**config.mk**
```make
export PLATFORM = sky130hd
export DESIGN_NAME = mux_n_pipe
export DESIGN_NICKNAME = d
export VERILOG_FILES = /design/src/rtl/mux_n_pipe_pkg.sv /design/src/rtl/mux_pipe_stage.sv /design/src/rtl/mux_n_pipe.sv
export SDC_FILE = /design/constraint.sdc
export NUM_CORES = 1
export LEC_CHECK = 0
export ABC_AREA = 1
export CORE_MARGIN = 2
export CORE_UTILIZATION = 38
export CTS_BUF_LIST = sky130_fd_sc_hd__clkbuf_8 sky130_fd_sc_hd__clkbuf_16
export DETAILED_ROUTE_END_ITERATION = 12
export PLACE_DENSITY = 0.92
export SKIP_LAST_GASP = 1
export SYNTH_ARGS = -nofsm -noshare
export SYNTH_HDL_FRONTEND = slang
export SYNTH_SLANG_ARGS = --single-unit
```
**constraint.sdc**
```tcl
create_clock -name clk_i -period 2.7 [get_ports clk_i]
set_input_delay 0.54 -clock clk_i [delete_from_list [all_inputs] [get_ports clk_i]]
set_output_delay 0.54 -clock clk_i [all_outputs]
set_load 0.02 [all_outputs]
```
**src/rtl/mux_n_pipe_pkg.sv**
```systemverilog
// ============================================================================
// mux_n_pipe_pkg : shared constants, stage control record, counter helper
// Rev 1.0
// ============================================================================
`default_nettype none

package mux_n_pipe_pkg;

  localparam int ERR_CNT_W = 8;
  localparam logic [ERR_CNT_W-1:0] c_ERR_CNT_MAX = '1;

  // Control half of the {valid, err, data} stage record; the WIDTH-wide data
  // half is declared beside it in the stage because package types cannot
  // take a module parameter.
  typedef struct packed {
    logic valid;
    logic err;
  } stage_ctrl_t;

  function automatic logic [ERR_CNT_W-1:0] sat_inc(input logic [ERR_CNT_W-1:0] v);
    return (v == c_ERR_CNT_MAX) ? v : v + ERR_CNT_W'(1);
  endfunction

endpackage

`default_nettype wire

```
**src/rtl/mux_pipe_stage.sv**
```systemverilog
// ============================================================================
// mux_pipe_stage : one {valid, err, data} register with rst > flush > stall
// Rev 1.0
// ============================================================================
`default_nettype none

module mux_pipe_stage
  import mux_n_pipe_pkg::*;
#(
  parameter int WIDTH = 32
) (
  input  logic             clk_i,
  input  logic             rst_i,
  input  logic             stall_i,
  input  logic             flush_i,
  input  stage_ctrl_t      ctrl_i,
  input  logic [WIDTH-1:0] data_i,
  output stage_ctrl_t      ctrl_o,
  output logic [WIDTH-1:0] data_o
);

  stage_ctrl_t      ctrl_q, ctrl_d;
  logic [WIDTH-1:0] data_q, data_d;

  // Flush drops valid/err only; data is left stale since nobody qualifies it.
  always_comb begin
    ctrl_d = ctrl_q;
    data_d = data_q;
    if (flush_i) begin
      ctrl_d = '0;
    end else if (!stall_i) begin
      ctrl_d = ctrl_i;
      data_d = data_i;
    end
  end

  always_ff @(posedge clk_i) begin
    if (rst_i) begin
      ctrl_q <= '0;
      data_q <= '0;
    end else begin
      ctrl_q <= ctrl_d;
      data_q <= data_d;
    end
  end

  assign ctrl_o = ctrl_q;
  assign data_o = data_q;

endmodule

`default_nettype wire

```
**src/rtl/mux_n_pipe.sv**
```systemverilog
// ============================================================================
// mux_n_pipe : N-to-1 selector feeding a DEPTH-stage stall/flush pipeline
// Rev 1.0
// ============================================================================
`default_nettype none

module mux_n_pipe
  import mux_n_pipe_pkg::*;
#(
  parameter  int NUM_IN = 3,
  parameter  int WIDTH  = 32,
  parameter  int DEPTH  = 1,
  localparam int SEL_W  = $clog2(NUM_IN)
) (
  input  logic                    clk_i,
  input  logic                    rst_i,
  input  logic [NUM_IN*WIDTH-1:0] data_i,
  input  logic [SEL_W-1:0]        select_i,
  input  logic                    valid_i,
  input  logic                    stall_i,
  input  logic                    flush_i,
  output logic [WIDTH-1:0]        data_o,
  output logic                    valid_o,
  output logic                    sel_err_o,
  output logic [ERR_CNT_W-1:0]    err_cnt_o
);

  logic [WIDTH-1:0]     pick_data;
  logic                 sel_oor;
  logic                 accept;
  logic [ERR_CNT_W-1:0] err_cnt_q, err_cnt_d;

  // Index 0 is the combinational pick; index s is the output of stage s.
  stage_ctrl_t          ctrl_s [DEPTH+1];
  logic [WIDTH-1:0]     data_s [DEPTH+1];

  assign sel_oor = (32'(select_i) >= NUM_IN);
  assign accept  = valid_i & ~stall_i & ~flush_i;

  // Any unmatched select falls through to the all-zero default.
  always_comb begin
    pick_data = '0;
    for (int k = 0; k < NUM_IN; k++) begin
      if (select_i == SEL_W'(k)) begin
        pick_data = data_i[k*WIDTH +: WIDTH];
      end
    end
  end

  // A bubble never carries an error flag.
  assign ctrl_s[0] = '{valid: valid_i, err: valid_i & sel_oor};
  assign data_s[0] = pick_data;

  for (genvar s = 1; s <= DEPTH; s++) begin : g_stage
    mux_pipe_stage #(
      .WIDTH(WIDTH)
    ) u_stage (
      .clk_i  (clk_i),
      .rst_i  (rst_i),
      .stall_i(stall_i),
      .flush_i(flush_i),
      .ctrl_i (ctrl_s[s-1]),
      .data_i (data_s[s-1]),
      .ctrl_o (ctrl_s[s]),
      .data_o (data_s[s])
    );
  end

  always_comb begin
    err_cnt_d = err_cnt_q;
    if (accept && sel_oor) begin
      err_cnt_d = sat_inc(err_cnt_q);
    end
  end

  always_ff @(posedge clk_i) begin
    if (rst_i) begin
      err_cnt_q <= '0;
    end else begin
      err_cnt_q <= err_cnt_d;
    end
  end

  assign data_o    = data_s[DEPTH];
  assign valid_o   = ctrl_s[DEPTH].valid;
  assign sel_err_o = ctrl_s[DEPTH].err;
  assign err_cnt_o = err_cnt_q;

endmodule

`default_nettype wire

```
==> summary.md <==
| Metric | Value |
|---|---|
| Post-CTS Resized | 0 |
| First-pass GRT wire length | 11880 microns |
| CP Max Fanout | 5 |
| Die boundary height | 77.24 microns |
| Met1 track utilization from global routing | 26.71% |
| Hold/Removal Path Class | flop to flop |
| First-pass DRT Iterations | 4 |
| Slew of the pin with the lowest slew margin | 0.3676 ns |
| Largest cells by area after synthesis | sky130_fd_sc_hd__dfxtp_1, sky130_fd_sc_hd__nand2_1, sky130_fd_sc_hd__o21ai_0, sky130_fd_sc_hd__a31oi_1, sky130_fd_sc_hd__a21oi_1 |
| Highest-delay cell along the critical path | sky130_fd_sc_hd__clkdlybuf4s50_1 |
| Sequential fraction of the synthesis area | 41.25% |
| Worst stage delay on the critical path | 0.66 ns |
| Met2 capacity usage during global routing | 45.65% |
| Number of pins with negative max-slew slack in the final report | 0 |
| Filler cells | 448 |
| Number of violations of the max-capacitance limit | 0 |
| Routability cong. | 0.8578 |
| DR vias | 2642 |
| Dominant cell type by area after synthesis | sky130_fd_sc_hd__dfxtp_1 |
| Total Routed Length | 7447 microns |
| Via count of the first global-routing pass | 2609 |
| Post-synthesis instance area | 2038 sq um |
| Peak supply drop | 0.2282 mV |
| Bufs on Longest Clock Path | 2 |
| Crit path cell chain | clkdlybuf4s50_1 |
| Ratio of cells with drive above 1 in the final layout | 5.708% |
| Critical path buffers and inverters | 1 |
| Maximum clock frequency | 0.5212 GHz |
| Post-route ant nets | 0 |
| Layer carrying the most global-route usage | met2 |
| Yosys warns | 0 |
| Number of antenna violations at the first check in global routing | 0 |
| Remaining design rule violation count | 0 |
| Fin nets | 541 |
| Critical R2R Launch | err_cnt_o[0] |
| Tightest hold margin | 0.5260 ns |
| Buffer cell driving the clock tree root | sky130_fd_sc_hd__clkbuf_8 |
| Core Area | 5140 sq um |
| TritonCTS clock tree | yes |
| # rows | 26 |
| Critical hold path startpoint | err_cnt_o[3] |
| Area growth from synthesis to layout | 79.50% |
| # clock sinks | 42 |
| Cell area power density | 402.9 nW/um^2 |
| Final hold violation count | 0 |
| Data arrival time of the critical path | 1.38 ns |
| Htree depth | 2 |
| Data required, critical path | 2.16 ns |
| Number of buffers added by the clock tree synthesis step | 5 |
| Category of the most critical setup path | flop to primary output |
| Die outline width | 77.24 microns |
| Count of mapped cells out of synthesis | 295 |
| Sink of the worst hold path | err_cnt_o[3] |
| GR Overflow Total | 0 |
| Antenna fix cells | 0 |
| CTS Hold Buffers Added | 0 |
| Die area | 5965 sq um |
| Status | finished, final reports clean |
| Starting DRC count in detailed routing | 167 |
| Final setup TNS | 0 ns |
| Relative slew slack | 75.49% |
| Port Buffers | 144 |
| Unique masters post-synth | 21 |
| Estimated wirelength of the detail-placed design | 5511 microns |
| Worst-case reg-to-reg path depth | 8 |
| Slack of the worst reg-to-reg path | 1.20 ns |
| Ratio of routed vias to standard cells | 5.201 |
| Cell family contributing the most delay on the critical path | buffers and inverters |
| Largest net degree at the start of global routing | 33 |
| Clock transition at the registers of the reported paths | 0.08 ns |
| Boundary Pins | 145 |
| Crit end category | primary output |
| Setup fix buffers added after clock tree synthesis | 0 |
| Average footprint of a synthesized cell | 6.909 sq um |
| Post-layout min period | 1.919 ns |
| Share of Yosys cell area claimed by the top area cell type | 41.25% |
| Global-route usage over all layers | 24.78% |
| Clock latency at the later pin of the worst-skew pair | 0.29 ns |
| Portion of the clock cycle consumed by the worst path in the final layout | 71.06% |
| Syn nets | 399 |
| Starting Density | 39.65% |
| Number of stages on the worst hold path | 2 |
| Leakage power of the design | 1.365 nW |
| Crit path launch type | flop |
| Met3 Usage GRT | 6.471% |
| Reg-to-reg endpoint | err_cnt_o[4] |
| Wire length per cell | 14.66 microns |
| Final setup viols | 0 |
| Final clock skew | 0.0007974 ns |
| RSZ-0062 raised after global routing | no |
| Synthesized flop and latch total | 42 |
report_power, final:
group | switching (mW) | leakage (nW) | total, mW | internal [mW]
combinational | 0.166 | 0.968 | 0.391 | 0.225
sequential | 0.0166 | 0.345 | 0.669 | 0.653
clock | 0.211 | 0.0524 | 0.414 | 0.203
total | 0.393 | 1.36 | 1.47 | 1.08
sequential cells by signal, indices dropped and copies added (netlist names):
name / flops
err_cnt_o: 8
g_stage.u_stage.ctrl_o: 2
g_stage.u_stage.data_o: 32
cell families after synthesis:
family / synth area share (%)
AND/OR/NAND/NOR: 24.68
AO/OA/AOI/OAI: 26.27
flip-flops: 41.25
buffers and inverters: 5.893
XOR/XNOR: 1.289
adder cells (fa/ha/maj): 0.6138
how the worst max path moves through the flow:
stage	from	to	slack [ns]	depth (start not counted)
2_1_floorplan	err_cnt_o[0]	err_cnt_o[1]	1.26	8
3_3_place_gp	select_i[1]	g_stage[1].u_stage.data_o[15]	0.80	6
3_5_place_dp	select_i[1]	g_stage[1].u_stage.data_o[3]	0.73	6
4_1_cts	err_cnt_o[4]	err_cnt_o[4]	0.77	1
5_1_grt	err_cnt_o[4]	err_cnt_o[4]	0.74	1
6_report	err_cnt_o[4]	err_cnt_o[4]	0.78	1
per-stage QoR:
stage / instance area, sq um / util, % / setup slack [ns] / std cells / power, mW
final: 3659 / 71.18 / 0.7814 / 508 / 1.474
after global routing: 3659 / 71.18 / 0.7434 / 508 / 1.545
after CTS: 3659 / 71.18 / 0.7740 / 508 / 1.485
after detailed placement: 3567 / 69.40 / 0.7319 / 500 / 1.072
after global placement: 3567 / 69.40 / 0.8003 / 500 / 1.065
after floorplan: 2038 / - / 1.259 / 295 / 0.8197
layer usage:
metal  vias up  wire length (microns)
met5         -                      0
met4         0                    201
met3        18                    542
met2       128                   3866
met1      1203                   2837
li1       1293                      -
cells in the mapped netlist, drive strengths merged:
cell type / n
nand2: 94
a21oi: 28
nor2: 21
clkbuf: 11
nand3: 5
a31oi: 24
nand4: 3
nor3: 1
o21ai: 35
inv: 12
xor2: 3
buf: 7
ha: 1
a41oi: 8
dfxtp: 42
area by class of cell:
class	instances	area, sq um	share of cell area [%]
repair buffers	153	1509	41.24
flip-flops and latches	42	840.8	22.98
clock inverters	2	8.758	0.2394
well taps	70	87.58	2.394
multi-input cells	223	1085	29.65
clock buffers	6	82.58	2.257
inverters	12	45.04	1.231
placed cells by master, fill, tap and decap left out, types with 2 or more instances in the layout:
cell | Yosys | layout
sky130_fd_sc_hd__nand2_1 | 91 | 91
sky130_fd_sc_hd__nand4_1 | 3 | 3
sky130_fd_sc_hd__nor2_2 | 1 | 4
sky130_fd_sc_hd__xor2_1 | 3 | 3
sky130_fd_sc_hd__a41oi_1 | 8 | 8
sky130_fd_sc_hd__a21oi_1 | 28 | 28
sky130_fd_sc_hd__clkbuf_8 | 0 | 6
sky130_fd_sc_hd__inv_1 | 11 | 12
sky130_fd_sc_hd__o21ai_0 | 35 | 35
sky130_fd_sc_hd__dfxtp_1 | 42 | 42
sky130_fd_sc_hd__nand2_2 | 2 | 2
sky130_fd_sc_hd__clkdlybuf4s50_1 | 0 | 144
sky130_fd_sc_hd__nor2_1 | 19 | 16
sky130_fd_sc_hd__nand3_1 | 5 | 5
sky130_fd_sc_hd__buf_4 | 0 | 9
sky130_fd_sc_hd__a31oi_1 | 24 | 24
Note: power is estimated with default switching activity, not from simulation.
